[src/rtl/array8_minmax_scan.sv]
// Scan engine: walks the 8-entry array read port and reports unsigned min/max with indices.
// Optional sum output is enabled by defining ARRAY8_SCAN_SUM_EN.
module array8_minmax_scan #(
  parameter int unsigned DW = 16,
  parameter int unsigned N  = 8
) (
  input  logic          clk,
  input  logic          reset,
  input  logic          start,
  output logic          busy,
  output logic          done,
  output logic          arr_rd_en,
  output logic [2:0]    arr_rd_idx,
  input  logic [DW-1:0] arr_rd_data,
  output logic [DW-1:0] min_val,
  output logic [2:0]    min_idx,
  output logic [DW-1:0] max_val,
  output logic [2:0]    max_idx
`ifdef ARRAY8_SCAN_SUM_EN
  ,
  output logic [DW+2:0] sum
`endif
);

  localparam logic [2:0] LAST = 3'(N - 1);

  typedef enum logic [1:0] {IDLE, READ, DRAIN, DONE} state_t;

  state_t        state;
  logic          cap_valid;
  logic [2:0]    cap_idx;
  logic [DW-1:0] wmin, wmax, nmin, nmax;
  logic [2:0]    wmin_idx, wmax_idx, nmin_idx, nmax_idx;
`ifdef ARRAY8_SCAN_SUM_EN
  logic [DW+2:0] wsum, nsum;
`endif

  // Next working values; the outputs load from these in DRAIN so the
  // index-7 word is already folded in when DONE presents the result.
  always_comb begin
    nmin     = wmin;
    nmin_idx = wmin_idx;
    nmax     = wmax;
    nmax_idx = wmax_idx;
    if (cap_valid) begin
      if (cap_idx == '0 || arr_rd_data < wmin) begin
        nmin     = arr_rd_data;
        nmin_idx = cap_idx;
      end
      if (cap_idx == '0 || arr_rd_data > wmax) begin
        nmax     = arr_rd_data;
        nmax_idx = cap_idx;
      end
    end
`ifdef ARRAY8_SCAN_SUM_EN
    nsum = wsum;
    if (cap_valid) nsum = wsum + {3'b000, arr_rd_data};
`endif
  end

  always_ff @(posedge clk) begin
    if (reset) begin
      state      <= IDLE;
      busy       <= 1'b0;
      done       <= 1'b0;
      arr_rd_en  <= 1'b0;
      arr_rd_idx <= '0;
      cap_valid  <= 1'b0;
      cap_idx    <= '0;
      wmin       <= '0;
      wmin_idx   <= '0;
      wmax       <= '0;
      wmax_idx   <= '0;
      min_val    <= '0;
      min_idx    <= '0;
      max_val    <= '0;
      max_idx    <= '0;
`ifdef ARRAY8_SCAN_SUM_EN
      wsum       <= '0;
      sum        <= '0;
`endif
    end else begin
      cap_valid <= arr_rd_en;
      cap_idx   <= arr_rd_idx;
      wmin      <= nmin;
      wmin_idx  <= nmin_idx;
      wmax      <= nmax;
      wmax_idx  <= nmax_idx;
`ifdef ARRAY8_SCAN_SUM_EN
      wsum      <= nsum;
`endif
      unique case (state)
        IDLE: begin
          done <= 1'b0;
          if (start) begin
            state      <= READ;
            busy       <= 1'b1;
            arr_rd_en  <= 1'b1;
            arr_rd_idx <= '0;
            cap_valid  <= 1'b0;
            cap_idx    <= '0;
`ifdef ARRAY8_SCAN_SUM_EN
            wsum       <= '0;
`endif
          end
        end
        READ: begin
          if (arr_rd_idx == LAST) begin
            state      <= DRAIN;
            arr_rd_en  <= 1'b0;
            arr_rd_idx <= '0;
          end else begin
            arr_rd_idx <= arr_rd_idx + 3'd1;
          end
        end
        DRAIN: begin
          state   <= DONE;
          busy    <= 1'b0;
          done    <= 1'b1;
          min_val <= nmin;
          min_idx <= nmin_idx;
          max_val <= nmax;
          max_idx <= nmax_idx;
`ifdef ARRAY8_SCAN_SUM_EN
          sum     <= nsum;
`endif
        end
        DONE: begin
          state <= IDLE;
          done  <= 1'b0;
        end
        default: state <= IDLE;
      endcase
    end
  end

endmodule

[config.mk]
export PLATFORM = sky130hd
export DESIGN_NAME = array8_minmax_scan
export DESIGN_NICKNAME = d
export VERILOG_FILES = /design/src/rtl/array8_minmax_scan.sv
export SDC_FILE = /design/constraint.sdc
export NUM_CORES = 1
export LEC_CHECK = 0
export CAP_MARGIN = 20
export CORE_ASPECT_RATIO = 0.6
export CORE_UTILIZATION = 48
export DETAILED_ROUTE_END_ITERATION = 7
export PLACE_DENSITY_LB_ADDON = 0.05
export SETUP_SLACK_MARGIN = 0.5
export SLEW_MARGIN = 5
export SYNTH_ARGS = -nofsm -noshare
export SYNTH_HDL_FRONTEND = slang
export SYNTH_SLANG_ARGS = --single-unit
export TNS_END_PERCENT = 5
[constraint.sdc]
create_clock -name clk -period 2.02 [get_ports clk]
set_input_delay 0.202 -clock clk [delete_from_list [all_inputs] [get_ports clk]]
set_output_delay 0.202 -clock clk [all_outputs]
set_load 0.01 [all_outputs]
Word level (Yosys, flattened, before mapping)
Cells that the tools add are included.
Word-level totals
  flip-flop bits (word level): 88
  latch bits: 0
  bits in writable memories: 0
  ROM bits: 0
  input bits: 19
  memories kept: 0
Cells by class
  add/subtract/negate cells: 1
  multiply operators: 0
  divide/modulo/power cells: 0
  $lt $le $gt $ge: 2
  eq/ne operators: 6
  shift operators: 0
  mux-type cells: 22
  bitwise logic cells: 0
  reduce and logical (&&, ||, !) cells: 11
Operator list (count)
  $mux 16: 4
  $mux 3: 7
  $gt 16x16->1: 1
  $lt 16x16->1: 1
  $pmux 2 s4: 1
  $pmux 1 s2: 3
  $pmux 3 s2: 1
  $reduce_bool 2->1: 3
  $eq 2x2->1 const B: 2
  $mux 1: 4
  $mux 2: 2
  $ne 2x2->1 const B: 2
  $reduce_and 2->1: 2
  $add 3x1->3 const B: 1
  $eq 3x3->1 const B: 1
  $logic_not 3->1: 1
  $reduce_and 3->1: 1
  $eq 2x1->1 const B: 1
  $logic_not 2->1: 1
  $logic_or 1x1->1: 2
  $reduce_or 2->1: 1

Logic depth before layout (Yosys ltp)
  word-level depth: 4
  depth in mapped cells: 10
  gate-level depth less buffers: 8

Worst setup path before layout
Ideal clock, no wire load.
  kind: register -> register
  start point: register wmax[7]
  end point: register max_val[5]
  data arrival time: 2.086 ns
  required time: 1.882 ns
  setup slack: -0.204 ns
  stages on the path, launching flop included: 11
  buffers on the path: 2
  clock period less this slack: 2.224 ns
  cell sequence: dfxtp_1 -> inv_1 -> ha_1 -> a21oi_2 -> o21ai_1 -> a2111o_1 -> o311ai_2 -> buf_6 -> buf_12 -> mux2i_1 -> a211oi_1
Between the ends
  longest elaborated chain between the ends: 4
RTL lines
  start, declared: line 32  | logic [DW-1:0] wmin, wmax, nmin, nmax;
  start signal, assigned: line 87  | wmax <= nmax;
  $gt 16x16->1: line 50  | if (cap_idx == '0 || arr_rd_data > wmax) begin
  $logic_or 1x1->1: line 50
  $mux 16: line 50
  $mux 16: line 45  | if (cap_valid) begin
  end signal, assigned: line 122  | max_val <= nmax;
  end, declared: line 17  | output logic [DW-1:0] max_val,
No other way between the ends.
A chain may end at the register's enable or synchronous reset.

Final worst setup path
  start point: register wmax[14]
  end point: register max_idx[1]
Between the ends
  longest elaborated chain between the ends: 4
RTL lines
  $gt 16x16->1: line 50
  $logic_or 1x1->1: line 50
  $mux 3: line 50
  $mux 3: line 45
  end signal, assigned: line 123  | max_idx <= nmax_idx;
  end, declared: line 18  | output logic [2:0] max_idx
No other way between the ends.

==> results by group <==
Floorplan
  – I/O pin cnt: 63
  – Die width: roughly 120 um
  – Initial core utilization: 0.498
  – Die Ht: between 70 and 80 um
  – CORE AREA: 7880 um2
  – Die area: roughly 8600 um2
  – Std-Cell Rows: 25

CTS
  – CTS clk-pin slew, worst paths: roughly 0.060 ns
  – Root Buffer: clkbuf_16
  – Max Root-Sink Buffers: 2
  – TritonCTS buffer count: 9
  – CTS tree: yes
  – CTS sink cnt: 88
  – Clock Latency Late Sink: 0.35 ns
  – Post-CTS Hold Fix Bufs: 0
  – H-tree Lvls: 3

STA
  – Worst hold margin: ~0.32 ns
  – Final min period: approximately 2.3 ns
  – Final Skew: roughly 0.009 ns
  – Least-Margin Pin Slew: approximately 0.54 ns
  – RSZ-0062 raised after global routing: true
  – Pins Over Slew Limit: 0
  – Final Hold Vio Count: 0
  – Max Clk Rate: around 430 MHz
  – Crit path setup slack, layout: -0.314 ns
  – Final setup viols: between 70 and 80
  – Max-slew headroom: 0.640
  – Setup TNS Final: -12.76 ns
  – Period utilisation layout: 1.16

Synthesis
  – EDFF count, synth: 0
  – Syn Area/Cell: 9.36 um2
  – Sequential fraction of the synthesis area: 0.449
  – Syn Nets: 475
  – Async set-reset flop share out of synthesis: 0
  – Number of distinct library cells after synthesis: 34
  – Flops & latches, synth: a little under 90
  – Prevailing post-synth register cell: dfxtp_1
  – Synth warn: 0
  – Syn Std Cell Area: just under 4000 um2
  – Post-synthesis cell count: roughly 420

Layout
  – Layout net count: ~560
  – Fill cells: just under 600
  – Most frequent cells in the layout: nor2_1 (82), dfxtp_1 (67), clkdlybuf4s50_1 (45)
  – Finished Layout Cells: 613
  – Layout area overhead: 44.5%
  – Reg area: 1790 um2
  – Final Core Density: 0.720
  – Commonest non-fill, non-tap cell in the layout: nor2_1
  – Multi-input combinational cell area: ~2400 um2
  – Share of cells above drive strength 1: 0.285
  – Antenna Cells: 0

Pwr
  – Clk network pwr share: 0.249
  – P_leak: ~2.1 nW
  – Pint: roughly 4.5 mW
  – Share of power burned in registers: 0.360
  – Peak VDD IR: approximately 0.87 mV
  – Combinational cell fraction of total power: 0.391
  – Sw Ratio: 0.330
  – Power per standard cell area: 1180 nW/um2
  – Switching pwr: ~2.2 mW

Worst setup path
  – Startpoint Class: register
  – Critical path endpoint category: register
  – CP arrival: approximately 2.5 ns
  – Kind of critical path: register to register
  – R2R Setup Slk: -0.31 ns
  – Req. time, crit path: 2.22 ns
  – R2R depth: 9
  – CP Max Fanout: 6

Min path
  – Class of the worst hold path: primary input to register
  – Worst hold stages: 2

Placed design
  – Post-DP HPWL: 6060 um
  – I/O Buffers: 62
  – Routability congestion estimate: about 0.77
  – # placed instances: between 500 and 600

Global route
  – First-pass GRT wire length: between 10000 and 15000 um
  – M1 GR Usage: 0.315
  – Largest net degree at the start of global routing: 79
  – GRT Overall Usage: 0.225
  – M3 GR Usage: 0.0590
  – Vias in the first global route: 2937
  – Initial antenna violation count: 0
  – GRT overflow: 0
  – Met2 usage: 0.335
  – Global route hottest layer: met2

Status
  – Failing checks: setup timing
  – Outcome: finished, violations left

Flow run
  – Max-Cap Viols: 0

Route
  – Wire length per cell: 15.0 um
  – Final ANT Viol Nets: 0
  – DR iter-0 viols: about 220
  – Vias per cell: between 5 and 6
  – DRC viols: 0
  – DR vias: a little over 3000
  – Total Wirelength: 9200 um
  – First-pass iteration count of the detailed router: 5
==> per-layer routing <==
metal / vias to the layer above / share of wire
met3: 15 / 0.042
met2: 61 / 0.42
met5: - / 0
met1: 1426 / 0.52
li1: 1604 / -
met4: 0 / 0.017
==> state kept, by name, summed over array words and instances (netlist names) <==
register,cells
arr_rd_en,1
arr_rd_idx,3
busy,1
cap_idx,3
cap_valid,1
done,1
max_idx,3
max_val,16
min_idx,3
min_val,16
state,2
wmax,16
wmax_idx,3
wmin,16
wmin_idx,3
==> layout make-up <==
cell class,count,share of cell area
Sequential cell,88,0.315
Tap cell,108,0.0238
Clock inverter,5,0.00993
Inverter,39,0.0258
Clock buffer,11,0.0428
Multi-Input combinational cell,270,0.427
Timing Repair Buffer,92,0.155
==> cell families (layout without fill, tap and decap cells) <==
family,count (synthesis),count (layout),share of synthesized area
adders and majority gates,37,37,0.118
and+or+nand+nor,118,118,0.125
DFF,88,88,0.449
muxes,37,37,0.0944
buffers and inverters,61,147,0.0705
AOI/OAI and AO/OA,78,78,0.143
==> metrics by stage <==
step | power [mW] | cell area, um2 | setup WS [ns]
after global placement | 4.65 | 4810 | -0.870
final | 6.67 | 5670 | -0.314
after floorplan | 3.75 | 3950 | -0.179
after detailed placement | 4.69 | 4810 | -0.888
after global routing | 7.10 | 5670 | -0.370
after CTS | 6.58 | 5500 | -0.321
==> power groups by stage <==
stage	Combinational, mW	Clock (mW)	Sequential, mW
after floorplan	1.24	0	2.51
after CTS	2.48	1.70	2.40
final	2.60	1.66	2.40
after global routing	2.88	1.77	2.45
after detailed placement	2.28	0	2.41
after global placement	2.26	0	2.40
==> path summary, 6_finish.rpt <==
path / from / endpoint
worst min-delay path: reset / arr_rd_idx[0]
worst min register to register: min_val[7] / min_val[7]
worst max register to register: wmax[14] / max_idx[1]
worst max-delay path: wmax[14] / max_idx[1]
==> worst max-delay path: stages (launching register included) <==
cell and delay (ns):
dfxtp_2 0.34, inv_2 0.04, ha_4 0.23, a21oi_4 0.14, a21boi_2 0.07, a2111o_1 0.42
o311ai_4 0.33, buf_6 0.23, mux2i_4 0.28, a211oi_2 0.09
==> Yosys cell counts (2+ instances only) <==
master    number  area (um2)
and2_1         2        12.5
nor3_1         5        25.0
inv_1         39         146
a211oi_1      38         285
o21ai_0        2        10.0
mux2i_1       37         370
o21a_1         2        15.0
o211ai_1       2        15.0
buf_6          2        22.5
nand4_1        7        43.8
a21boi_0       2        15.0
nor2_1        84         315
buf_12         2        40.0
nor2b_1        3        18.8
o2bb2a_1       3        30.0
nand2_1       11        41.3
a21oi_1       18        90.1
clkbuf_1      18        67.6
o22ai_1        2        12.5
ha_1          37         463
nand3_1        3        15.0
dfxtp_1       88        1760
==> timing repair <==
action | in CTS | in global routing
setup buffers | 3 | 1
setup endpoints to repair | 76 | 81
pin swaps | 26 | 18
gates resized for setup | 91 | 36
Note: power is estimated with default switching activity, not from simulation.
==> patch 1, RTL diff (same flow settings) <==
`DW`: 16 -> 20.
--- a/src/rtl/array8_minmax_scan.sv
+++ b/src/rtl/array8_minmax_scan.sv
@@ -2,5 +2,5 @@
 // Optional sum output is enabled by defining ARRAY8_SCAN_SUM_EN.
 module array8_minmax_scan #(
-  parameter int unsigned DW = 16,
+  parameter int unsigned DW = 20,
   parameter int unsigned N  = 8
 ) (
Interface: changed (resized arr_rd_data, max_val and min_val); port bits go from 63 to 75. The function was not compared with the original's and may differ.
==> patch 1 against the original RTL <==
  * The flow still finishes with violations (setup timing)
  * Cell area rose by 42%
  * Fmax fell by 6.3%
  * Worst setup slack got worse by 0.16 ns
  * Combinational power rose by 23%
  * Worst hold slack got worse by 0.066 ns
  * Via count rose by 77%
  * Sequential cell count rose by 16
  * Power rose by 15%
  * Synthesized cell count rose by 59%
  * Global-route usage rose by 6.3 points
  * Wire length rose by 89%
  * Final cell count rose by 58%
  * Area after synthesis rose by 48%
  * Critical path type unchanged
==> patch 1: results (changes against the original RTL) <==
| Metric | Value |
|---|---|
| Largest net degree at the start of global routing | `78 (-1.3%)` |
| Total nets after synthesis | `735 (+55%)` |
| CP arrival | `2.75 ns (+0.21 ns)` |
| WHS Endpoint | `wmin_idx[0]$_SDFF_PP0_` |
| Top cells by area, synth | `dfxtp_1 36%, ha_1 9.7%, nand2b_1 6.3%` |
| Vias in the first global route | `5,469 (+86%)` |
| ClkCell Share | `3.68% (-1.6 points)` |
| Clock Sink Count | `104 (+18%)` |
| Wire per inst | `18.0 µm (+20%)` |
| TritonRoute pass-1 iters | `4 (-1)` |
| Crit Path Max Fanout | `20 (+14)` |
| Post-Route WL | `17,400 µm (+89%)` |
| FILL cells | `918 (+56%)` |
| Multi-input combinational area share | `46.0% (+3.3 points)` |
| Status | `finished, violations left` |
| RR Startpoint | `wmax[6]$_SDFF_PP0_` |
| Failing checks | `setup timing` |
| Worst reg2reg endpoint | `max_val[2]$_SDFFE_PP0P_` |
| Placed cell count | `943 (+59%)` |
| Nets@finish | `869 (+56%)` |
| Layout cell share with drive strength beyond 1 | `27.4% (-1.1 points)` |
| Clock-pin slew on the worst setup and hold paths | `0.08 ns (+0.02 ns)` |
| CP max-delay cell | `or4_4` |
| Setup violators final | `92 (+26%)` |
| Area fraction of the dominant cell type after synthesis | `35.8% (-9.1 points)` |
| Seq/Total Area, Yosys | `35.8% (-9.1 points)` |
| PortBufs | `74 (+19%)` |
| GRT Total Usage | `28.9% (+6.3 points)` |
| Synth cell count leaders | `104 x dfxtp_1, 59 x nand2b_1, 45 x a21oi_1, 45 x ha_1, 45 x inv_1` |
| Starting DRT DRC Count | `355 (+64%)` |
| Worst slew margin | `72.7% (+8.7 points)` |
| Lkg Pwr | `2.78 nW (+33%)` |
| GPL Wtd Cong | `0.855 (+12%)` |
| Synth Area per Inst | `8.72 µm² (-6.9%)` |
| Fraction of cell area in non-clock buffers | `19.5% (+4.0 points)` |
| PnR worst setup slack | `-0.471 ns (-0.156 ns)` |
| Non-CTS inverters | `45 (+15%)` |
## patch 1: routing by layer
layer / track usage [%] / wire length [µm]
met5: 0 / 0
met2: 47.9 / 8190
met1: 38.5 / 8060
met4: 6.67 / 134
met3: 5.99 / 974
## patch 1: worst max-delay path, delay by kind of cell (launching register included)
family	cells	cell delay, ns
buffers and inverters	2	0.20
adder cells (fa/ha/maj)	1	0.26
flip-flops	1	0.34
AND/OR/NAND/NOR	4	1.03
AO/OA/AOI/OAI	2	0.56
## patch 1: stage by stage
stage	area, µm²	power, mW	setup WS, ns	setup TNS [ns]
2_1_floorplan	5850	4.31	-0.243	-17.33
3_3_place_gp	7340	5.58	-0.837	-68.74
3_5_place_dp	7340	5.66	-0.927	-74.60
4_1_cts	7980	7.61	-0.434	-23.58
5_1_grt	8060	8.09	-0.564	-34.79
6_report	8060	7.67	-0.471	-27.79
## patch 1: logic make-up (layout without fill, tap and decap cells)
logic type / Yosys count / after routing / share of synthesized area, %
buffers and inverters: 92 / 230 / 6.65
adder cells (fa/ha/maj): 45 / 45 / 9.69
flip-flops: 104 / 104 / 35.8
multiplexers: 22 / 22 / 3.79
AND/OR/NAND/NOR: 242 / 242 / 22.8
AO/OA/AOI/OAI: 162 / 163 / 21.2
## patch 1: what timing repair did
action / CTS / global route
resized for setup: 84 / 19
cloned: 2 / 0
setup buffers: 5 / 0
pin swaps: 46 / 20
endpoints found under the setup margin: 94 / 95
## patch 1: report_power, final
part | switching (mW) | internal, mW | leakage, nW
Clock | 0.890 | 0.905 | 0.148
Combinational | 1.67 | 1.53 | 1.78
Sequential | 0.237 | 2.44 | 0.854
Total | 2.80 | 4.87 | 2.78
==> patch 2, RTL diff (same flow settings) <==
Made on the original files. Encoding of `state_t`: now one-hot (4 bits for 4 states).
--- a/src/rtl/array8_minmax_scan.sv
+++ b/src/rtl/array8_minmax_scan.sv
@@ -25,5 +25,5 @@
   localparam logic [2:0] LAST = 3'(N - 1);
 
-  typedef enum logic [1:0] {IDLE, READ, DRAIN, DONE} state_t;
+  typedef enum logic [3:0] {IDLE = 4'b0001, READ = 4'b0010, DRAIN = 4'b0100, DONE = 4'b1000} state_t;
 
   state_t        state;
Function: no difference found for any inputs over 10 cycles, from zero or initial values and one cycle with reset high; not proved beyond that.
==> patch 2 against the original RTL <==
  * The run still ends with setup timing left
  * Clock skew decreased by 0.0044 ns
  * Non-clock buffer count increased by 12
  * Critical path depth unchanged
  * Cell area increased by 3.4%
  * Synthesized cell count increased by 0.48%
  * Worst setup slack got worse by 0.11 ns
  * Sequential cell count increased by 2
  * Wire length increased by 3.5%
  * First-iteration DRC count decreased by 36%
  * Final cell count increased by 2.1%
  * Count of clock-buffer cells in the layout decreased by 1
  * Area after synthesis increased by 1.5%
  * Critical endpoint is now max_val[0]$_SDFFE_PP0P_
Power is not compared: it rests on default switching activity, and its combinational part moved more than twofold at a synthesized area within 25%.
==> patch 2: results (changes against the original RTL) <==
| Metric | Value |
|---|---|
| FILL cells | `570 (-3.2%)` |
| GPL Wtd Cong | `0.804 (+5.1%)` |
| CP arrival | `2.65 ns (+0.11 ns)` |
| Vias | `3,229 (+4.0%)` |
| Crit Path Max Fanout | `5 (-1)` |
| PnR worst setup slack | `-0.426 ns (-0.112 ns)` |
| Layout cell share with drive strength beyond 1 | `31.7% (+3.1 points)` |
| WHS Endpoint | `wmax[4]$_SDFF_PP0_` |
| Largest net degree at the start of global routing | `78 (-1.3%)` |
| GRT Total Usage | `23.0% (+0.41 points)` |
| RR Startpoint | `wmax[15]$_SDFF_PP0_` |
| TNS Setup | `-22.00 ns (-9.24 ns)` |
| Seq/Total Area, Yosys | `45.2% (+0.33 points)` |
| Setup violators final | `76 (+4.1%)` |
| Worst Hold Launch | `arr_rd_data[4]` |
| Failing checks | `setup timing` |
| Worst reg2reg endpoint | `max_val[0]$_SDFFE_PP0P_` |
| Clock Skew | `0.00452 ns (-0.00435 ns)` |
| Worst Hold Slack | `0.250 ns (-0.0646 ns)` |
| TritonRoute pass-1 iters | `4 (-1)` |
| DP Area | `4930 µm² (+2.5%)` |
| Worst slew margin | `66.6% (+2.5 points)` |
| Top cells by area, synth | `dfxtp_1 45%, ha_1 10%, mux2i_1 8.8%` |
| Post-detail-place hpwl | `6140 µm (+1.4%)` |
| Post-Route WL | `9520 µm (+3.5%)` |
| First-pass GRT wire length | `15,300 µm (+3.0%)` |
| Synth cell count leaders | `90 x dfxtp_1, 82 x nor2_1, 36 x inv_1` |
| Status | `finished, violations left` |
| Yosys cell types | `39 (+15%)` |
==> patch 2: how the worst max path moves through the flow <==
stage / from / end / slack, ns
final: wmax[15]$_SDFF_PP0_ / max_val[0]$_SDFFE_PP0P_ / -0.43
after global routing: wmax[15]$_SDFF_PP0_ / max_idx[1]$_SDFFE_PP0P_ / -0.49
after CTS: wmax[7]$_SDFF_PP0_ / max_val[0]$_SDFFE_PP0P_ / -0.31
after detailed placement: arr_rd_data[14] / max_idx[1]$_SDFFE_PP0P_ / -0.81
after global placement: arr_rd_data[14] / max_val[0]$_SDFFE_PP0P_ / -0.77
after floorplan: wmax[15]$_SDFF_PP0_ / max_val[13]$_SDFFE_PP0P_ / -0.20
==> patch 2: cell families (layout without fill, tap and decap cells) <==
group	count (synthesis)	after routing	synth area share [%]
compound gates	77	77	15.4
fa+ha+maj	33	33	10.4
mux	35	35	8.79
simple gates	127	127	13.7
flops	90	90	45.2
buf+inv	59	156	6.53
==> patch 2: repair_timing <==
item / 4_1_cts / 5_1_grt
cloned: 3 / 0
gates resized for setup: 104 / 24
hold endpoints to repair: 0 / 0
buffers inserted: 7 / 1
setup endpoints to repair: 77 / 82
pin swaps: 23 / 11
hold buffers: 0 / 0
==> patch 2: final cells by class <==
type	count	area share [%]
multi-input combinational	272	41.9
sequential	90	31.1
timing repair buffer	104	17.4
clock buffer	10	3.90
inverter	36	2.30
tap	108	2.30
clock inverter	6	1.13
==> patch 2: power groups by stage <==
stage | Sequential [mW] | Combinational, mW | Clock (mW)
3_3_place_gp | 1.87 | 0.397 | 0
3_5_place_dp | 1.87 | 0.405 | 0
2_1_floorplan | 1.87 | 0.243 | 0
4_1_cts | 1.84 | 0.517 | 1.69
5_1_grt | 1.85 | 0.600 | 1.76
6_report | 1.84 | 0.553 | 1.65
==> patch 2: worst max-delay path, cell delays in order (launching register included) <==
cell and delay [ns]:
dfxtp_2 0.33, inv_2 0.04, ha_4 0.23, nand4_1 0.13, nor2_1 0.06, a2111o_1 0.44
o311ai_4 0.47, buf_6 0.25, mux2i_4 0.27, a211oi_2 0.09
==> patch 2: per-layer routing <==
| metal | part of all wire [%] | global-route usage (%) | vias up | wire length, µm |
|---|---|---|---|---|
| li1 | - | - | 1643 | - |
| met1 | 50 | 31.4 | 1517 | 4800 |
| met2 | 45 | 35.7 | 57 | 4250 |
| met3 | 3.6 | 5.66 | 12 | 346 |
| met4 | 1.4 | 7.50 | 0 | 133 |
| met5 | 0 | 0 | - | 0 |
==> patch 2: metrics by stage <==
step | cells | power [mW] | setup slack (ns)
2_1_floorplan | 421 | 2.11 | -0.196
3_3_place_gp | 599 | 2.27 | -0.774
3_5_place_dp | 599 | 2.28 | -0.813
4_1_cts | 625 | 4.04 | -0.306
5_1_grt | 626 | 4.20 | -0.488
6_report | 626 | 4.05 | -0.426
